<file path="config.mk">
export PLATFORM = sky130hd
export DESIGN_NAME = cs_cycle_sequencer
export DESIGN_NICKNAME = d
export VERILOG_FILES = /design/src/rtl/cs_cycle_sequencer.sv
export SDC_FILE = /design/constraint.sdc
export NUM_CORES = 1
export LEC_CHECK = 0
export ABC_AREA = 1
export CORE_UTILIZATION = 53
export CTS_BUF_LIST = sky130_fd_sc_hd__clkbuf_16
export DETAILED_ROUTE_END_ITERATION = 10
export PLACE_DENSITY_LB_ADDON = 0.05
export SYNTH_ARGS = -nofsm -noshare
export SYNTH_HDL_FRONTEND = slang
export SYNTH_SLANG_ARGS = --single-unit
</file>
<file path="constraint.sdc">
create_clock -name sysclk -period 5.3 [get_ports sysclk]
set_input_delay 1.06 -clock sysclk [delete_from_list [all_inputs] [get_ports sysclk]]
set_output_delay 1.06 -clock sysclk [all_outputs]
set_load 0.05 [all_outputs]
</file>
<file path="src/rtl/cs_cycle_sequencer.sv">
// Control-store cycle sequencer: phase counter plus cycle-type arbiter that
// generates the phase-coded CC1_n/CC2_n/CC3_n/TERM_n lines and the WCS/LCS strobes.
module cs_cycle_sequencer #(
   parameter int NORM_LAST = 3,
   parameter int WCS_LAST  = 7,
   parameter int LCS_LAST  = 14
) (
   input  logic       sysclk,
   input  logic       sys_rst_n,
   input  logic       hold,
   input  logic       wcs_req,
   input  logic       wcs_wr,
   input  logic       lcs_req,
   output logic       CC1_n,
   output logic       CC2_n,
   output logic       CC3_n,
   output logic       TERM_n,
   output logic       RWCS_n,
   output logic       WCS_n,
   output logic       LCS_n,
   output logic       wcs_ack,
   output logic       lcs_ack,
   output logic [3:0] phase
);

   typedef enum logic [1:0] {
      CYC_NORM = 2'd0,
      CYC_WCS  = 2'd1,
      CYC_LCS  = 2'd2
   } cyc_t;

   localparam logic [3:0] NORM_L = NORM_LAST[3:0];
   localparam logic [3:0] WCS_L  = WCS_LAST[3:0];
   localparam logic [3:0] LCS_L  = LCS_LAST[3:0];

   logic [3:0] phase_reg, phase_next;
   cyc_t       type_reg, type_next;
   logic       wr_reg, wr_next;
   logic       start_reg, start_next;
   logic       grant;

   logic cc1_n_next, cc2_n_next, cc3_n_next, term_n_next;
   logic rwcs_n_next, wcs_n_next, lcs_n_next;
   logic wcs_ack_next, lcs_ack_next;
   logic is_last_next;

   function automatic logic [3:0] last_of(input cyc_t t);
      case (t)
         CYC_WCS: last_of = WCS_L;
         CYC_LCS: last_of = LCS_L;
         default: last_of = NORM_L;
      endcase
   endfunction

   // start_reg marks the post-reset phase a whose grant has not been made yet;
   // the first unheld clock after reset makes that grant.
   always_comb begin
      phase_next = phase_reg;
      type_next  = type_reg;
      wr_next    = wr_reg;
      start_next = start_reg;
      grant      = 1'b0;
      if (!hold) begin
         start_next = 1'b0;
         if (start_reg) begin
            grant = 1'b1;
         end else if (phase_reg > LCS_L) begin
            phase_next = 4'd0;
            type_next  = CYC_NORM;
            wr_next    = 1'b0;
         end else if (phase_reg == last_of(type_reg)) begin
            grant = 1'b1;
         end else begin
            phase_next = phase_reg + 4'd1;
         end
         if (grant) begin
            phase_next = 4'd0;
            if (lcs_req) begin
               type_next = CYC_LCS;
               wr_next   = 1'b0;
            end else if (wcs_req) begin
               type_next = CYC_WCS;
               wr_next   = wcs_wr;
            end else begin
               type_next = CYC_NORM;
               wr_next   = 1'b0;
            end
         end
      end
   end

   // Output decode works on next-state values so the registered outputs
   // change on the same edge as the state they describe.
   always_comb begin
      is_last_next = (phase_next == last_of(type_next));
      cc1_n_next   = ~(((phase_next >= 4'd1) && (phase_next <= 4'd4)) ||
                       ((phase_next >= 4'd9) && (phase_next <= 4'd12)));
      cc2_n_next   = ~((phase_next >= 4'd4) && (phase_next <= 4'd10));
      cc3_n_next   = ~((phase_next >= 4'd7) && (phase_next <= 4'd14));
      term_n_next  = ~is_last_next;
      rwcs_n_next  = ~((type_next == CYC_WCS) || (type_next == CYC_LCS));
      wcs_n_next   = ~((type_next == CYC_WCS) && wr_next);
      lcs_n_next   = ~(type_next == CYC_LCS);
      wcs_ack_next = is_last_next && (type_next == CYC_WCS);
      lcs_ack_next = is_last_next && (type_next == CYC_LCS);
      if (start_next) begin
         // Reset-equivalent state: hold keeps the outputs idle before the first grant.
         cc1_n_next   = 1'b1;
         cc2_n_next   = 1'b1;
         cc3_n_next   = 1'b1;
         term_n_next  = 1'b1;
         rwcs_n_next  = 1'b1;
         wcs_n_next   = 1'b1;
         lcs_n_next   = 1'b1;
         wcs_ack_next = 1'b0;
         lcs_ack_next = 1'b0;
      end
   end

   always_ff @(posedge sysclk or negedge sys_rst_n) begin
      if (!sys_rst_n) begin
         phase_reg <= 4'd0;
         type_reg  <= CYC_NORM;
         wr_reg    <= 1'b0;
         start_reg <= 1'b1;
         CC1_n     <= 1'b1;
         CC2_n     <= 1'b1;
         CC3_n     <= 1'b1;
         TERM_n    <= 1'b1;
         RWCS_n    <= 1'b1;
         WCS_n     <= 1'b1;
         LCS_n     <= 1'b1;
         wcs_ack   <= 1'b0;
         lcs_ack   <= 1'b0;
      end else begin
         phase_reg <= phase_next;
         type_reg  <= type_next;
         wr_reg    <= wr_next;
         start_reg <= start_next;
         CC1_n     <= cc1_n_next;
         CC2_n     <= cc2_n_next;
         CC3_n     <= cc3_n_next;
         TERM_n    <= term_n_next;
         RWCS_n    <= rwcs_n_next;
         WCS_n     <= wcs_n_next;
         LCS_n     <= lcs_n_next;
         wcs_ack   <= wcs_ack_next;
         lcs_ack   <= lcs_ack_next;
      end
   end

   assign phase = phase_reg;

endmodule

</file>
==> results.txt, run 1 <==
count of cell types in the netlist: 18
IO Port Bufs: 18
sw frac: 48.3%
pre-CTS setup slack: 2300 ps
Final Util: 77.2%
CTS tree: yes
Post-CTS Resized: 0
crit path max fanout: 8
WL/cell: 13.1 µm
final setup fails: 0
die height: 44.1 µm
slowest stage delay, CP: 620 ps
CP endpoint kind: flip-flop
CP max stage cell: clkdlybuf4s50_1
Power Density: 714 nW/µm²
Post-Syn Area: 937 µm²
share of cells above drive strength 1: 20.4%
DR pass1 iterations: 6
Boundary Pins: 19
RSZ-0062 raised after global routing: false
clock network power share: 17.2%
max cap viols: 0
Rows: 14
gr ovfl total: 0
Ys Warns: 0
Rel. slew slack: 53.2%
Total Routed Length: 2.00 mm
Inserted Diodes: 0
Fin. Hold Viols: 0
max-slew violation count: 0
CTS sink cnt: 17
fill cell count: 111
Internal Power: 450 µW
Area growth syn-to-layout: 29.9%
Avg Synthesized Cell Area: 8.15 µm²
Post-DRT Antenna Nets: 0
maximum VDD drop: 0.000594 V
part of the power in registers: 26.0%
CTS Root Cell: clkbuf_16
# Post-CTS Setup Buffers: 0
number of global-route vias before repair: 757
GP Congestion: 0.850
post-route clock skew: 0.667 ps
Setup TNS: 0 ps
global-route wire length before repair: 3.28 mm
min-delay worst type: flip-flop to flip-flop
GRT Total Usage: 24.1%
CP Data Arrival Time: 2980 ps
hpwl dp: 1.44 mm
crit path time final: 2800 ps
final setup margin: 2500 ps
P_leak: 0.000623 µW
Finished Cell Area: 1220 µm²
drt initial violations: 13
cts hold-fix bufs: 0
outcome: finished clean
Max Clk Rate: 0.358 GHz
vias after detailed routing: 769
DR vias/cell: 5.03
clk_lat worst skew: 250 ps
placed instance area: 1140 µm²
max FFs per register: 4
syn_nets: 127
Final #Nets: 150
Die W: 44.1 µm
cells along the critical path: clkdlybuf4s50_1 > inv_1 > nand2_4 > nand2_1 > nand2_1 > inv_1 > ha_1 > inv_1 > nand4_1 > nand2_1 > nand3_2 > nor2_1
critical path type: input pin to flip-flop
CTS Buffer Depth: 2
Worst Tran Pin Value: 699 ps
Seq/Total Area, Yosys: 46.5%
H-tree Lvls: 1
CP required: 5480 ps
total core area: 1580 µm²
worst path bufs/invs: 4
switching pwr: 420 µW
Gate power share: 56.8%
CP startpoint kind: input pin
top cell family by delay on the critical path: buffers and inverters
flops & latches, synth: 17
clock slew at reported path FFs: 50 ps
initial antenna violation count: 0
Post-Syn Instances: 115
period utilization: 52.8%
total CTS buffers: 3
Starting Density: 59.4%
die area: 1940 µm²
DRC: 0
largest net degree at the start of global routing: 18
cell usage in the layout (no fill, tap or decap):
master / Yosys / layout
nand2_1: 27 / 27
inv_1: 18 / 18
clkdlybuf4s50_1: 0 / 18
nor2_1: 13 / 13
dfrtp_1: 9 / 9
dfstp_2: 8 / 8
nand3_1: 8 / 8
ha_1: 6 / 6
inv_2: 4 / 4
o21ai_1: 4 / 4
nor2_2: 3 / 3
nand2_2: 3 / 3
nand4_1: 3 / 3
clkbuf_16: 0 / 3
o21ai_0: 2 / 2
nand2_4: 2 / 2
nand3_2: 2 / 2
o21bai_2: 1 / 1
o21ai_2: 1 / 1
a21oi_1: 1 / 1
clkinv_2: 0 / 1
final timing paths:
path                                       startpoint                     to  slack (ps)  cells after the start
worst max-delay path                             hold      lcs_ack$_DFF_PN0_        2500                     12
worst min-delay path                 wr_reg$_DFF_PN0_       wr_reg$_DFF_PN0_         470                      2
worst max register to register  type_reg[1]$_DFF_PN0_      lcs_ack$_DFF_PN0_        2790                     15
worst min register to register       wr_reg$_DFF_PN0_       wr_reg$_DFF_PN0_         470                      2
max in group asynchronous                   sys_rst_n     phase[2]$_DFF_PN0_        3620                      1
min in group asynchronous                   sys_rst_n  type_reg[1]$_DFF_PN0_        1240                      1
through the flow:
step           power [µW]  hold WS, ps  instances
2_1_floorplan         585          443        115
3_3_place_gp          702          485        149
3_5_place_dp          718          465        149
4_1_cts               875          478        153
5_1_grt               929          486        153
6_report              869          474        153
synthesized netlist by cell type:
cell type,count,share of area (%)
nor2_2,3,2.0
nor2_1,13,5.2
o21ai_1,4,2.1
nand2_4,2,2.4
a21oi_1,1,0.53
nand2_1,27,11
o21ai_0,2,1.1
inv_2,4,1.6
nand4_1,3,2.0
nand2_2,3,2.0
o21bai_2,1,1.2
dfstp_2,8,22
inv_1,18,7.2
o21ai_2,1,0.93
nand3_1,8,4.3
nand3_2,2,2.1
dfrtp_1,9,24
ha_1,6,8.0
kinds of logic (layout without fill, tap and decap cells):
kind of cell / Yosys count / count (layout) / synth area share, %
and+or+nand+nor: 61 / 61 / 30.8
buffers and inverters: 22 / 44 / 8.81
DFF: 17 / 17 / 46.5
AOI/OAI and AO/OA: 9 / 9 / 5.87
adders and majority gates: 6 / 6 / 8.01
worst reg2reg max path: stages (launching register included):
cell and delay (ps):
dfrtp_1 400, ha_1 300, inv_1 40, nand2_1 50
nand2_1 50, nor2_2 90, nand2_2 110, o21bai_2 190
o21ai_1 80, o21ai_1 340, ha_1 320, inv_1 80
nand4_1 100, nand2_1 90, nand3_2 100, nor2_1 90
cell type report:
type	instances	area, µm²	share of cell area (%)
flip-flops and latches	17	435	35.8
repair buffers	18	180	14.8
clock inverters	1	5.00	0.411
multi-input cells	76	419	34.4
clock buffers	3	75.1	6.17
inverters	22	82.6	6.78
well taps	16	20.0	1.64
power by group through the flow:
| stage | sequential (µW) | combinational, µW | clock [µW] |
|---|---|---|---|
| finish | 226 | 494 | 149 |
| floorplan | 358 | 227 | 0 |
| CTS | 227 | 496 | 152 |
| detailed placement | 228 | 490 | 0 |
| global route | 233 | 539 | 158 |
| global placement | 226 | 476 | 0 |
per-layer routing:
layer | share of wire (%) | up-vias | GRT usage (%) | wire (µm)
li1 | - | 399 | - | -
met1 | 44 | 349 | 29.8 | 885
met2 | 51 | 15 | 40.0 | 1010
met3 | 2.8 | 6 | 4.90 | 55
met4 | 2.2 | 0 | 12.1 | 44
met5 | 0 | - | 0 | 0
No activity file was read; power rests on OpenSTA's default activity.
==> inputs of run 2 (changes only) <==
--- a/config.mk
+++ b/config.mk
@@ -6,7 +6,7 @@
 export NUM_CORES = 1
 export LEC_CHECK = 0
 export ABC_AREA = 1
-export CORE_UTILIZATION = 53
+export CORE_UTILIZATION = 49
 export CTS_BUF_LIST = sky130_fd_sc_hd__clkbuf_16
 export DETAILED_ROUTE_END_ITERATION = 10
 export PLACE_DENSITY_LB_ADDON = 0.05
==> constraint.sdc (replaced) <==
create_clock -name sysclk -period 2.64 [get_ports sysclk]
set_input_delay 0.528 -clock sysclk [delete_from_list [all_inputs] [get_ports sysclk]]
set_output_delay 0.528 -clock sysclk [all_outputs]
set_load 0.05 [all_outputs]
==> run 2 against run 1 <==
Hold slack gained 16 ps. Clock power grew 100%. Power increased by 100%.
==> results.txt, run 2 (synthesis gave the netlist of run 1 again) <==
Rel. slew slack: 51.1%
period utilization: 88.8%
CP endpoint kind: flip-flop
clk_lat worst skew: 250 ps
cts hold-fix bufs: 0
Post-DRT Antenna Nets: 0
final setup fails: 0
max cap viols: 0
commonest non-fill, non-tap cell in the layout: nand2_1
GP Congestion: 0.821
Power Density: 1400 nW/µm²
Total Routed Length: 1.85 mm
CP startpoint kind: flip-flop
fill cell count: 152
placed instance area: 1160 µm²
total CTS buffers: 3
H-tree Lvls: 1
P_leak: 0.000630 µW
CTS sink cnt: 17
post-route clock skew: 4.16 ps
IO Port Bufs: 18
Boundary Pins: 19
final setup margin: 294 ps
clock slew at reported path FFs: 50 ps
outcome: finished clean
number of global-route vias before repair: 742
CP required: 2820 ps
Die W: 45.7 µm
Worst Tran Pin Value: 732 ps
share of cells above drive strength 1: 21.7%
CTS tree: yes
Max Clk Rate: 0.426 GHz
largest net degree at the start of global routing: 18
max FFs per register: 4
pre-CTS setup slack: 256 ps
crit path max fanout: 5
gr ovfl total: 0
DR pass1 iterations: 4
max-slew violation count: 0
GRT Total Usage: 20.7%
Area growth syn-to-layout: 32.3%
global-route wire length before repair: 3.01 mm
Inserted Diodes: 0
DR vias/cell: 5.01
hpwl dp: 1.37 mm
Final #Nets: 151
RSZ-0062 raised after global routing: false
initial antenna violation count: 0
final hold slack: 491 ps
critical path type: flip-flop to flip-flop
Starting Density: 53.1%
min-delay worst type: flip-flop to flip-flop
DRC: 0
Fin. Hold Viols: 0
vias after detailed routing: 816
most frequent cells in the layout: nand2_1, inv_1, clkdlybuf4s50_1, nor2_1, dfrtp_1
total core area: 1760 µm²
WL/cell: 11.4 µm
Setup TNS: 0 ps
crit path time final: 2350 ps
drt initial violations: 18
Reg area: 435 µm²
CP Data Arrival Time: 2520 ps
maximum VDD drop: 0.000893 V
CTS Root Cell: clkbuf_16
Rows: 15
CTS Buffer Depth: 2
area used by multi-input combinational logic: 423 µm²
die height: 45.7 µm
Finished Cell Area: 1240 µm²
die area: 2090 µm²
Final Util: 70.3%
-- run 2: cell count changes in the layout (fill, tap and decap cells not counted), sizes merged --
cell  change
buf       +1
-- run 2: worst paths after layout --
check | from | to | slack, ps | cells after the start
worst max-delay path | type_reg[0]$_DFF_PN0_ | wcs_ack$_DFF_PN0_ | 290 | 16
worst min-delay path | wr_reg$_DFF_PN0_ | wr_reg$_DFF_PN0_ | 490 | 2
worst max register to register | type_reg[0]$_DFF_PN0_ | wcs_ack$_DFF_PN0_ | 290 | 16
worst min register to register | wr_reg$_DFF_PN0_ | wr_reg$_DFF_PN0_ | 490 | 2
max in group asynchronous | sys_rst_n | wcs_ack$_DFF_PN0_ | 1460 | 1
min in group asynchronous | sys_rst_n | type_reg[1]$_DFF_PN0_ | 720 | 1
-- run 2: metal layers --
metal	share of wire (%)	track usage [%]	up-vias
met4	1.8	8.82	0
met5	0	0	-
li1	-	-	405
met3	4.4	4.76	5
met1	44	24.1	386
met2	50	36.0	20
-- run 2: critical path, cell delays in order (launching register included) --
cell	delay, ps
dfrtp_1	360
inv_1	50
ha_1	230
nor2_1	120
nor2_1	50
nor2_1	110
nand2_2	110
o21bai_2	160
nand4_1	140
nand2_1	130
inv_1	70
ha_1	300
inv_1	70
nand4_1	90
nand2_1	90
nand3_2	100
nor2_1	100
-- run 2: power breakdown --
group          leakage (µW)  switching, µW  internal (µW)
Sequential         0.000200           67.7            385
Clock             0.0000409           97.7            203
Combinational      0.000389            664            318
Total              0.000630            829            905
-- run 2: per-stage QoR --
stage	power, µW	std cells
2_1_floorplan	1170	115
3_3_place_gp	1410	159
3_5_place_dp	1430	159
4_1_cts	1740	163
5_1_grt	1860	163
6_report	1730	163
-- run 2: layout make-up --
type,instances,area share [%]
tap,25,2.52
timing repair buffer,19,15.1
multi-input combinational,76,34.1
inverter,22,6.66
clock buffer,3,6.05
sequential,17,35.1
clock inverter,1,0.404
-- run 2: repair_timing --
item,in CTS,in global routing
setup buffers,0,0
gates resized for setup,0,1
endpoints found under the setup margin,0,2
==> inputs of run 3 (changes only) <==
--- a/config.mk
+++ b/config.mk
@@ -10,6 +10,7 @@
 export CTS_BUF_LIST = sky130_fd_sc_hd__clkbuf_16
 export DETAILED_ROUTE_END_ITERATION = 10
 export PLACE_DENSITY_LB_ADDON = 0.05
+export SKIP_CTS_REPAIR_TIMING = 1
 export SYNTH_ARGS = -nofsm -noshare
 export SYNTH_HDL_FRONTEND = slang
 export SYNTH_SLANG_ARGS = --single-unit
==> results of run 3 <==
No change in the layout: final DEF, timing and power equal those of run 2.
